## config.mk

```make
export PLATFORM = sky130hd
export DESIGN_NAME = mem_readout_streamer
export DESIGN_NICKNAME = d
export VERILOG_FILES = /design/src/rtl/mem_readout_streamer.sv
export SDC_FILE = /design/constraint.sdc
export NUM_CORES = 1
export LEC_CHECK = 0
export CORE_MARGIN = 5
export CORE_UTILIZATION = 42
export CTS_CLUSTER_SIZE = 14
export DETAILED_ROUTE_END_ITERATION = 8
export PLACE_DENSITY = 0.81
export SETUP_SLACK_MARGIN = 0.5
export SLEW_MARGIN = 0
export SYNTH_ARGS = -nofsm -noshare
export SYNTH_HDL_FRONTEND = slang
export SYNTH_SLANG_ARGS = --single-unit
```

## constraint.sdc

```tcl
create_clock -name clk -period 1.9 [get_ports clk]
set_input_delay 0.19 -clock clk [delete_from_list [all_inputs] [get_ports clk]]
set_output_delay 0.19 -clock clk [all_outputs]
set_load 0.02 [all_outputs]
```

## src/rtl/mem_readout_streamer.sv

```systemverilog
// Walks an address window of the processor data memory and hands each word
// to an external host over a 4-phase valid/ack handshake.
module mem_readout_streamer #(
  parameter int ADDR_W        = 24,
  parameter int DATA_W        = 16,
  parameter int SETTLE_CYCLES = 2
) (
  input  logic              clk,
  input  logic              rst,
  input  logic              start,
  input  logic [ADDR_W-1:0] base_addr,
  input  logic [15:0]       word_count,
  output logic [ADDR_W-1:0] mem_addr,
  input  logic [DATA_W-1:0] mem_q,
  output logic [DATA_W-1:0] out_data,
  output logic              out_valid,
  input  logic              out_ack,
  output logic              busy,
  output logic              done,
  output logic [15:0]       words_sent
);

  localparam logic [2:0] S_IDLE    = 3'd0;
  localparam logic [2:0] S_ADDR    = 3'd1;
  localparam logic [2:0] S_CAPTURE = 3'd2;
  localparam logic [2:0] S_SETTLE  = 3'd3;
  localparam logic [2:0] S_REQ     = 3'd4;
  localparam logic [2:0] S_ACKLO   = 3'd5;
  localparam logic [2:0] S_FIN     = 3'd6;

  logic [2:0]  state;
  logic [15:0] remaining;
  logic [3:0]  settle_cnt;
  logic        ack_sync_p0;
  logic        ack_sync_p1;

  // Two-flop synchroniser for the host's asynchronous acknowledge
  always_ff @(posedge clk) begin
    if (!rst) begin
      ack_sync_p0 <= 1'b0;
      ack_sync_p1 <= 1'b0;
    end else begin
      ack_sync_p0 <= out_ack;
      ack_sync_p1 <= ack_sync_p0;
    end
  end

  always_ff @(posedge clk) begin
    if (!rst) begin
      state      <= S_IDLE;
      mem_addr   <= '0;
      out_data   <= '0;
      out_valid  <= 1'b0;
      busy       <= 1'b0;
      done       <= 1'b0;
      words_sent <= '0;
      remaining  <= '0;
      settle_cnt <= '0;
    end else begin
      done <= 1'b0;
      case (state)
        S_IDLE: begin
          if (start) begin
            if (word_count != 16'd0) begin
              mem_addr   <= base_addr;
              remaining  <= word_count;
              words_sent <= '0;
              busy       <= 1'b1;
              state      <= S_ADDR;
            end else begin
              done <= 1'b1;
            end
          end
        end
        S_ADDR: begin
          state <= S_CAPTURE;
        end
        S_CAPTURE: begin
          out_data   <= mem_q;
          settle_cnt <= 4'(SETTLE_CYCLES);
          state      <= S_SETTLE;
        end
        S_SETTLE: begin
          // Valid rises on the edge where the counter reaches zero
          settle_cnt <= settle_cnt - 4'd1;
          if (settle_cnt == 4'd1) begin
            out_valid <= 1'b1;
            state     <= S_REQ;
          end
        end
        S_REQ: begin
          if (ack_sync_p1) begin
            out_valid  <= 1'b0;
            words_sent <= words_sent + 16'd1;
            remaining  <= remaining - 16'd1;
            state      <= S_ACKLO;
          end
        end
        S_ACKLO: begin
          if (!ack_sync_p1) begin
            if (remaining == 16'd0) begin
              state <= S_FIN;
            end else begin
              mem_addr <= mem_addr + ADDR_W'(1);
              state    <= S_ADDR;
            end
          end
        end
        S_FIN: begin
          done  <= 1'b1;
          busy  <= 1'b0;
          state <= S_IDLE;
        end
        default: begin
          state <= S_IDLE;
        end
      endcase
    end
  end

endmodule
```

==> results of run 1 <==
cell families after synthesis:
group	Yosys count	share of synthesized area, %
buf+inv	59	5.23
compound gates	199	27.0
xor+xnor	2	0.374
flops	84	35.8
mux	4	0.880
simple gates	263	29.1
fa+ha+maj	6	1.60
power groups by stage:
stage | registers (uW) | logic [uW] | clock network, uW
global placement | 2100 | 1390 | 0
finish | 2090 | 2160 | 1540
CTS | 2070 | 1750 | 1530
global route | 2110 | 2260 | 1630
floorplan | 2180 | 773 | 0
detailed placement | 2110 | 1440 | 0
timing repair:
action / 4_1_cts / 5_1_grt
endpoints found under the setup margin: 138 / 87
buffers inserted: 49 / 15
pin swaps: 60 / 53
cloned: 13 / 2
resized for setup: 206 / 172
synth_stat cells, drive strengths merged (3+ instances only):
master / n / share of area (%)
a21boi: 5 / 1.0
a21o: 5 / 0.80
a21oi: 91 / 9.7
a22o: 3 / 0.56
a22oi: 7 / 1.1
a31oi: 7 / 0.93
a32oi: 3 / 0.56
and2: 8 / 1.1
and3: 7 / 0.93
and4b: 3 / 0.64
buf: 18 / 1.9
clkbuf: 26 / 2.1
dfxtp: 84 / 36
ha: 6 / 1.6
inv: 13 / 1.0
mux2i: 3 / 0.64
nand2: 104 / 8.4
nand2b: 6 / 0.80
nand3: 16 / 1.7
nand4: 9 / 1.5
nor2: 47 / 3.8
nor3: 18 / 2.0
nor3b: 4 / 0.88
nor4: 13 / 2.7
nor4b: 4 / 0.88
o21ai: 35 / 3.7
o221a: 6 / 1.4
o31ai: 5 / 0.80
o32ai: 14 / 2.8
or3: 7 / 0.93
or4: 6 / 1.0
metrics by stage:
stage,TNS (ns),util [%],area (sq um),power (uW)
3_3_place_gp,-8.96,60.9,6630,3490
6_report,-0.0349,78.3,8530,5790
3_5_place_dp,-11.71,60.9,6630,3540
5_1_grt,-0.400,78.3,8530,5990
4_1_cts,0,72.1,7850,5350
2_1_floorplan,0,-,5190,2960
registers in the layout (all words and copies together) (netlist names):
| signal | flops |
|---|---|
| done | 1 |
| state | 3 |
| out_valid | 1 |
| ack_sync_p0 | 1 |
| words_sent | 16 |
| busy | 1 |
| ack_sync_p1 | 1 |
| remaining | 16 |
| settle_cnt | 4 |
| out_data | 16 |
| mem_addr | 24 |
critical path, stage by stage, from the launching register on:
cell and delay, ns:
sky130_fd_sc_hd__dfxtp_2 0.40, sky130_fd_sc_hd__nor4_4 0.38, sky130_fd_sc_hd__buf_4 0.19, sky130_fd_sc_hd__nor2b_1 0.34, sky130_fd_sc_hd__a21oi_1 0.13, sky130_fd_sc_hd__o21ai_1 0.26
sky130_fd_sc_hd__a21oi_1 0.11
how the worst min path moves through the flow:
stage                        from      endpoint  slack [ns]
floorplan                 out_ack   ack_sync_p0        0.32
global placement      ack_sync_p0   ack_sync_p1        0.42
detailed placement    ack_sync_p0   ack_sync_p1        0.43
CTS                 word_count[6]  remaining[6]        0.20
global route        word_count[1]  remaining[1]        0.19
finish              word_count[6]  remaining[6]        0.20
layer usage:
| metal | global-route usage, % | up-vias |
|---|---|---|
| met5 | 0 | - |
| met4 | 13.3 | 0 |
| met3 | 7.47 | 105 |
| met2 | 48.3 | 408 |
| met1 | 32.6 | 2902 |
| li1 | - | 2675 |
layout make-up:
type / count / area (sq um)
timing repair buffer: 232 / 2450
fill: 672 / 2360
sequential: 84 / 1770
inverter: 15 / 66.3
clock inverter: 2 / 35.0
tap: 140 / 175
multi-input combinational: 475 / 3820
clock buffer: 14 / 205
==> impl.org, run 1 <==
** Status
- The final reports fail on negative setup slack.
- Run status :: complete, but fails checks

** Clock network
- Later-pin clock latency in the skew report :: 0.37 ns
- The clock passes through at most 2 buffers.
- Clk slew on worst S/H paths :: 0.09 ns
- The clock drives 84 sinks.
- Buffers inserted during clock tree synthesis total 9.
- CTS tree :: yes
- CTS placed an instance of sky130_fd_sc_hd__clkbuf_8 at the clock tree root.
- H-tree lvl count :: 3
- For this design, the CTS-stage hold fixing added 0 buffers.

** Setup path
- R2R Path End :: remaining[15]
- Of all nets on the critical path, the largest fanout is 6.
- R2R depth :: 6
- Crit path arrival time :: 2.17 ns
- STA classifies the critical path startpoint as a flop.
- Setup crit end kind :: flop
- End point of the critical path :: remaining[15]
- The worst setup path is of the flop to flop kind.
- The critical path starts at remaining[10].
- The startpoint identified for the worst register-to-register timing path is remaining[10].
- The setup check on the worst reg-to-reg path leaves a slack of -0.02 ns.
- CP Data Required Time :: 2.15 ns

** Synthesis
- During synthesis, Yosys emitted a total of 0 warnings.
- Gate count after technology mapping :: 617
- Distinct cells, synth :: 71
- Dividing the synthesized area by the synthesized cell count gives 7.60 sq um.
- Share of flip-flops with an asynchronous set or reset after synthesis :: 0%
- Sequential cells were found to cover 35.8% of the synthesized design area.
- Cell area after synthesis :: 4690 sq um
- After synthesis the netlist holds a flip-flop and latch count of 84.
- Post-synthesis net count :: 683
- In the synthesized netlist the dominant register cell turns out to be sky130_fd_sc_hd__dfxtp_1.
- Number of flops mapped to enable cells by yosys :: 0

** Die
- Die Footprint :: 13400 sq um
- Overall die width :: 116 um
- After floorplanning, the core was divided into 38 placement rows.
- The die is 116 um tall.
- Area of the core :: 10900 sq um
- Pin placement for this block handled 119 I/O pins.
- For this configuration, the core starts out at a cell density of 43.1%.

** Timing
- For the pin with the worst max-slew slack, the measured transition is 0.547 ns.
- Setup repair after global routing missed its margin :: yes
- Final critical delay including setup and external delays :: 1.92 ns
- Count of endpoints failing setup in the final report :: 3
- The tightest hold path in the finished design has a slack of 0.196 ns.
- The final critical path takes up 101% of the cycle.
- Final Slew Violations :: 0
- Least setup slack across all paths after layout :: -0.0200 ns
- Across the routed clock network, the largest skew measured is 0.0144 ns.
- In this run the tightest slew margin relative to its limit is 63.4%.
- Static timing analysis puts the maximum clock frequency at 521 MHz.
- The hold violation total from the final report was 0.

** Route
- After detailed routing, the number of vias per cell comes to 6.33.
- WL met3 :: 1870 um
- Aggregate routed wire length :: 21800 um
- In this run the top signal layer used is met4.
- For this block, the via count after detailed routing is 6090.
- Total length of routed met2 wires :: 11000 um
- Average wire per cell in the routed design :: 22.7 um
- DR DRC count :: 0
- Antenna-violating nets left :: 0
- For this run, the detailed router's first-pass iteration total came to 6.
- The detailed router put a total of 7890 um of wire on met1.
- The detailed router finished its first iteration with 636 violations.

** Global route
- Global routing finished with a remaining overflow of 0.
- Largest net degree at the start of global routing :: 31
- Via count of the first global-routing pass :: 5958
- The first global-routing pass estimated 30000 um of wire.
- GRT Overall Usage :: 28.1%
- Initial antenna violation count :: 0

** Place
- After legalization and detailed placement, the total HPWL measured 10500 um.
- Worst Setup Slack post-DPL :: -0.354 ns
- Number of buffers added on ports :: 118
- Routability Congestion :: 0.880
- After detailed placement, the design holds a cell count of 867.

** Power
- Pwr dens :: 679 nW/um^2
- Maximum vdd ir drop :: 0.491 mV
- Cell internal power was estimated by the tool at 3740 uW.
- Of the total power, registers draw 36.2%.
- Static Leakage :: 0.00342 uW
- Sw power :: 2050 uW
- Of the total power, the share spent switching nets is 35.4%.
- Per report_power, the clock group accounts for 26.6% of the total.
- Combinational fraction of design power :: 37.3%

** Finish
- Post-layout net count :: 883
- Leading cell type in the layout, fill and taps excluded :: sky130_fd_sc_hd__nand2_1
- Commonest cells after routing, fill and taps aside :: sky130_fd_sc_hd__nand2_1, sky130_fd_sc_hd__buf_4, sky130_fd_sc_hd__dlygate4sd2_1
- After the flow finishes, the layout carries non-filler instances totaling 962.
- Compared with the post-synthesis result, the final layout area differs by 81.8%.
- Share of final-layout standard cells stronger than drive strength 1 :: 46.0%
- Ant diodes :: 0

** Flow run
- The tool flagged a number of max-cap violations equal to 0.

** Worst hold path
- Classification of the worst-slack hold path :: input pin to flop
- Hold Path Cell Cnt :: 5
Power figures use the tool's default switching activity.
==> run 2: changes to the inputs <==
Settings changed: RECOVER_POWER set to 50.
==> impl.org, run 2 (synthesized netlist as in run 1, its figures left out) <==
** Status
- Run status :: complete, but fails checks
- Failing checks :: negative setup slack

** Power
- Clock network fraction of total power :: 26.6%
- Summed over all nets, the switching power comes to 2050 uW.
- IR analysis of the VDD net gives a maximum drop of 0.494 mV.
- Per report_power, the combinational group accounts for 37.2% of the total.
- Internal power comes to 3730 uW.
- Of the total power, registers draw 36.2%.
- Static Leakage :: 0.00339 uW
- For this design the ratio of total power to cell area is 682 nW/um^2.
- Power consumption :: 5780 uW
- Switching fraction of total power :: 35.4%

** Worst hold path
- Classification of the worst-slack hold path :: input pin to flop

** Finish
- For this run, the post-layout net count is 883.
- Relative to the synthesized area, the layout overhead comes to 80.6%.
- Commonest cells after routing, fill and taps aside :: sky130_fd_sc_hd__nand2_1, sky130_fd_sc_hd__dfxtp_1, sky130_fd_sc_hd__buf_4
- Area of all sequential standard cells :: 1750 sq um
- The filler cells instantiated in the layout total 683.
- Leading cell type in the layout, fill and taps excluded :: sky130_fd_sc_hd__nand2_1
- In the final layout, the share of cells above drive strength 1 is 43.8%.
- 0 antenna diodes ended up in the layout.
- The multi-input combinational cells in the finished layout cover a total of 3810 sq um.
- Top register by number of flip-flops :: mem_addr
- Max FFs per register :: 24

** Global route
- GRT Overall Usage :: 28.1%
- Via count of the first global-routing pass :: 5958
- GRT Residual Overflow :: 0
- Entering global routing, the biggest net connects 31 pins.
- The first global-routing pass estimated 30000 um of wire.
- The number of antenna violations at the first check in global routing was 0.

** Route
- In this run the remaining antenna-violating nets after routing total 0.
- Aggregate routed wire length :: 21800 um
- The first routing iteration left 623 violations.
- Before antenna repair, the detailed router went through 5 iterations.
- Dividing the detail-routed via count by the number of cells gives 6.34.
- For this run, design rule violations remaining after detail routing come to 0.
- Total number of vias :: 6096
- Dividing the detail-routed wire length by the instance count gives 22.6 um.

** Timing
- Derived from the worst setup path, the maximum achievable clock frequency is 520 MHz.
- Least setup slack across all paths after layout :: -0.0231 ns
- After layout, the worst path uses 101% of the clock period.
- Slew at the pin closest to its max-slew limit :: 0.654 ns
- The hold violation total from the final report came to 0.
- Count of endpoints failing setup in the final report :: 3
- Between clock sinks in the finished design, the worst skew comes to 0.0123 ns.
- The max-slew violation count was 0.
- On the final layout, the worst hold slack is 0.193 ns.
- Counting I/O delays and the setup requirement, the final critical path takes 1.92 ns.
- Setup repair after global routing could not meet its margin everywhere.
- Worst slew slack as a fraction of its limit :: 56.4%

** Clock network
- Clock-pin slew was measured on the worst setup and hold paths at 0.10 ns.
- The clock passes through at most 2 buffers.
- CTS tree :: yes
- Counting the buffers created by CTS gives 9.
- Sink Count :: 84
- The cell sitting at the root of the clock tree is a sky130_fd_sc_hd__clkbuf_8.
- H-tree lvl count :: 3
- Later-pin clock latency in the skew report :: 0.37 ns

** Place
- Routability-driven placement finished with a final weighted congestion of 0.880.
- Port buffering added 118 buffers.
- Worst Setup Slack post-DPL :: -0.354 ns
- Half-perimeter wire length after detailed placement :: 10500 um

** Die
- Die outline height :: 116 um
- From left edge to right edge, the die measures 116 um.
- Number of placement rows :: 38
- The initial utilization of the core area, before any placement, comes to 43.1%.
- In this run the standard cell core region covers 10900 sq um.
- Top-Level Pins :: 119
- Die Footprint :: 13400 sq um

** Setup path
- Of all nets on the critical path, the largest fanout is 7.
- For the worst setup path, the data required time is 2.20 ns.
- The critical path in this run is classified as flop to flop.
- Crit path arrival time :: 2.23 ns
- The worst setup path is captured at a flop.
- The worst setup path is launched from a flop.

** Flow run
- Max-cap violations :: 0
## run 2: cell types whose count changed in the layout (fill, tap and decap cells not counted), moves of 4 or more
cell                              change
sky130_fd_sc_hd__clkdlybuf4s25_1      +4
sky130_fd_sc_hd__clkdlybuf4s15_1      -4
sky130_fd_sc_hd__dfxtp_1             +13
sky130_fd_sc_hd__clkbuf_1             +4
sky130_fd_sc_hd__dfxtp_2              -8
sky130_fd_sc_hd__dfxtp_4              -5
## run 2: cell type report
type | instances | share of cell area, %
Clock buffer | 14 | 2.42
Multi-Input combinational cell | 475 | 44.9
Sequential cell | 84 | 20.6
Clock inverter | 2 | 0.413
Inverter | 15 | 0.783
Timing Repair Buffer | 232 | 28.8
Tap cell | 140 | 2.07
## run 2: what timing repair did
item                       in CTS  in global routing
hold buffers                    0                  0
gates resized for setup       206                172
buffers inserted               49                 15
gates cloned                   13                  2
pin swaps                      60                 53
setup endpoints to repair     138                 87
## run 2: power groups by stage
stage / Clock (uW) / Sequential, uW / Combinational, uW
3_3_place_gp: 0 / 2100 / 1390
5_1_grt: 1630 / 2110 / 2240
4_1_cts: 1530 / 2070 / 1750
2_1_floorplan: 0 / 2180 / 773
3_5_place_dp: 0 / 2110 / 1440
6_report: 1540 / 2090 / 2150
## run 2: through the flow
stage	utilization [%]	instances	setup TNS (ns)	instance area (sq um)
after floorplan	-	617	0	5190
after global placement	60.9	867	-8.96	6630
after detailed placement	60.9	867	-11.71	6630
after CTS	72.1	945	0	7850
after global routing	77.8	962	-0.523	8470
final	77.8	962	-0.0307	8470
## run 2: per-layer routing
layer / routed length (um) / GRT usage (%)
met2: 11000 / 48.3
met3: 1870 / 7.47
met4: 1050 / 13.3
met1: 7890 / 32.6
met5: 0 / 0
## run 2: worst paths after layout
path	start	cells after the start	end	slack, ns
worst max-delay path	state[1]	7	remaining[7]	-0.02
worst min-delay path	word_count[6]	5	remaining[6]	0.19
worst max register to register	state[1]	7	remaining[7]	-0.02
worst min register to register	ack_sync_p0	1	ack_sync_p1	0.44
## run 2: worst max-delay path, stage by stage (launching register included)
cell and delay [ns]:
sky130_fd_sc_hd__dfxtp_1 0.43, sky130_fd_sc_hd__buf_6 0.17, sky130_fd_sc_hd__or3b_4 0.42, sky130_fd_sc_hd__buf_12 0.16
sky130_fd_sc_hd__nor2_1 0.12, sky130_fd_sc_hd__a32oi_1 0.15, sky130_fd_sc_hd__or2_1 0.28, sky130_fd_sc_hd__a21oi_2 0.12
==> run 3: changes to the inputs <==
Settings changed: CTS_BUF_LIST set to sky130_fd_sc_hd__clkbuf_2, REMOVE_ABC_BUFFERS set to 1.
==> impl.org, run 3 (synthesized netlist as in run 1, its figures left out) <==
** Die
- The die covers 13400 sq um.
- The floorplan step set the die width to 116 um.
- Area of the core :: 10900 sq um
- After floorplanning, the core was divided into 38 placement rows.
- Top-Level Pins :: 119
- Initial cell density of the core :: 43.1%
- Die outline height :: 116 um

** Timing
- Hold is met by 0.0207 ns.
- Final critical delay including setup and external delays :: 2.38 ns
- The hold violation total from the final report is 0.
- Least setup slack across all paths after layout :: -0.480 ns
- Worst slew slack as a fraction of its limit :: 50.8%
- Setup violations remaining at the end of the flow were counted as 31.
- Setup repair after global routing could not meet its margin everywhere.
- The clock arrives with 0.0404 ns of skew.
- Achievable clock frequency :: 420 MHz
- Final Slew Violations :: 0
- For the pin with the worst max-slew slack, the measured transition is 0.739 ns.
- Of the available clock period, the critical path in the final layout requires 125%.

** Status
- The checks that failed: negative setup slack.
- Run status :: complete, but fails checks

** Clock network
- Largest buffer count on any clock path :: 2
- CTS placed an instance of sky130_fd_sc_hd__clkbuf_2 at the clock tree root.
- Clk slew on worst S/H paths :: 0.27 ns
- For the worst-skew pair, the clock arrives at the later sink with an insertion delay of 0.58 ns.
- Sink Count :: 84
- Count of hold-fix buffers inserted at cts :: 0
- CTS tree :: yes
- H-tree lvl count :: 3
- Total CTS buffers :: 9

** Worst hold path
- Classification of the worst-slack hold path :: input pin to flop
- In this run the most critical hold path is launched from word_count[8].
- Hold worst-path end :: remaining[8]
- Counting instances, the worst hold path has a depth of 5.

** Finish
- Number of inserted filler cells in the final layout :: 578
- Cells fill 80.3% of the core in the end.
- The register with the most flip-flops in the layout has 24 of them.
- Filler-free cell count of the finished design :: 1013
- From synthesis to final layout, the design area changed by 86.3%.
- Area of all sequential standard cells :: 1770 sq um
- In the final layout, the multi-input gates occupy 3650 sq um.
- mem_addr holds more flip-flops than any other register.
- Post-layout net count :: 934
- Commonest cells after routing, fill and taps aside :: sky130_fd_sc_hd__nand2_1, sky130_fd_sc_hd__buf_4, sky130_fd_sc_hd__buf_6
- Of the cells placed in the final design, the portion with a size suffix greater than 1 is 51.0%.

** Setup path
- Of all nets on the critical path, the largest fanout is 7.
- Origin of the critical flop-to-flop path :: mem_addr[16]
- At the worst endpoint, the arrival time is 2.87 ns.
- CP Data Required Time :: 2.39 ns
- Nature of the critical path startpoint :: flop
- R2R Path End :: mem_addr[19]
- R2R depth :: 5
- Setup crit end kind :: flop
- The critical path in this run is classified as flop to flop.
- Setup slack of the worst register-to-register path :: -0.48 ns

** Global route
- The total overflow left after global routing is 0.
- Via count of the first global-routing pass :: 6419
- Initial antenna violation count :: 0
- GRT Overall Usage :: 29.6%
- Entering global routing, the biggest net connects 49 pins.
- First-pass GRT wire length :: 31800 um

** Place
- The wire-length estimate of the detail-placed layout is 10600 um.
- Timing analysis after detailed placement gives a worst setup slack of -0.296 ns.
- Routability Congestion :: 0.894
- Number of placed instances, taps included :: 896
- Number of buffers added on ports :: 118

** Power
- Pwr dens :: 656 nW/um^2
- Static Leakage :: 0.00360 uW
- Maximum vdd ir drop :: 0.405 mV

** Route
- In the final routed layout, each cell accounts on average for 25.2 um.
- For this run, design rule violations remaining after detail routing come to 0.
- Via density per instance :: 6.75
- Violation count after the first detailed-routing iteration :: 780
- Antenna-violating nets left :: 0
- The final layout contains routed wiring with a total length of 25600 um.
- Total number of vias :: 6838
- Drt first pass iters :: 6

** Flow run
- The tool flagged a number of max-cap violations equal to 0.
run 3: worst max-delay path by stage:
| stage | startpoint | end | slack (ns) | depth (start not counted) |
|---|---|---|---|---|
| after floorplan | state[1] | mem_addr[0] | -1.30 | 5 |
| after global placement | word_count[10] | words_sent[10] | -0.23 | 7 |
| after detailed placement | word_count[0] | remaining[2] | -0.30 | 7 |
| after CTS | remaining[6] | mem_addr[2] | -0.01 | 9 |
| after global routing | mem_addr[16] | mem_addr[19] | -0.46 | 5 |
| final | mem_addr[16] | mem_addr[19] | -0.48 | 5 |
run 3: layer usage:
layer | vias to the layer above | global-route usage, % | wire length [um]
met1 | 3189 | 33.1 | 8800
met3 | 243 | 7.05 | 2530
li1 | 2767 | - | -
met4 | 0 | 16.9 | 2280
met5 | - | 0 | 0
met2 | 639 | 51.4 | 11900
run 3: cell type report:
class / instances / area share, %
multi-input cells: 474 / 41.7
clock buffers: 10 / 0.573
clock inverters: 5 / 1.16
repair buffers: 284 / 33.5
inverters: 15 / 0.716
flip-flops and latches: 84 / 20.3
well taps: 140 / 2.00
diodes: 1 / 0.0286
run 3: stage by stage:
stage / total power, uW / TNS [ns] / instance area (sq um)
floorplan: 2750 / -31.29 / 4500
global placement: 3450 / -9.54 / 6460
detailed placement: 3500 / -13.21 / 6460
CTS: 5140 / -0.0540 / 8000
global route: 5890 / -4.29 / 8740
finish: 5730 / -2.59 / 8740
run 3: worst max-delay path, stage by stage (launching register included):
cell and delay (ns):
sky130_fd_sc_hd__dfxtp_2 0.52, sky130_fd_sc_hd__and2_1 0.33, sky130_fd_sc_hd__nand2_1 0.15, sky130_fd_sc_hd__nor3_1 0.57, sky130_fd_sc_hd__a32oi_1 0.41, sky130_fd_sc_hd__o32ai_2 0.31
run 3: report_power, final:
group	internal, uW	switching, uW	total (uW)	leakage [uW]
clock	560	697	1260	0.0000857
combinational	1150	1240	2390	0.00280
sequential	1910	176	2090	0.000711
run 3: timing repair:
action                                  CTS  global route
endpoints found under the setup margin  136           126
buffers inserted                         63            21
gates cloned                             13             4
pin swaps                                80            62
resized for setup                       438           183
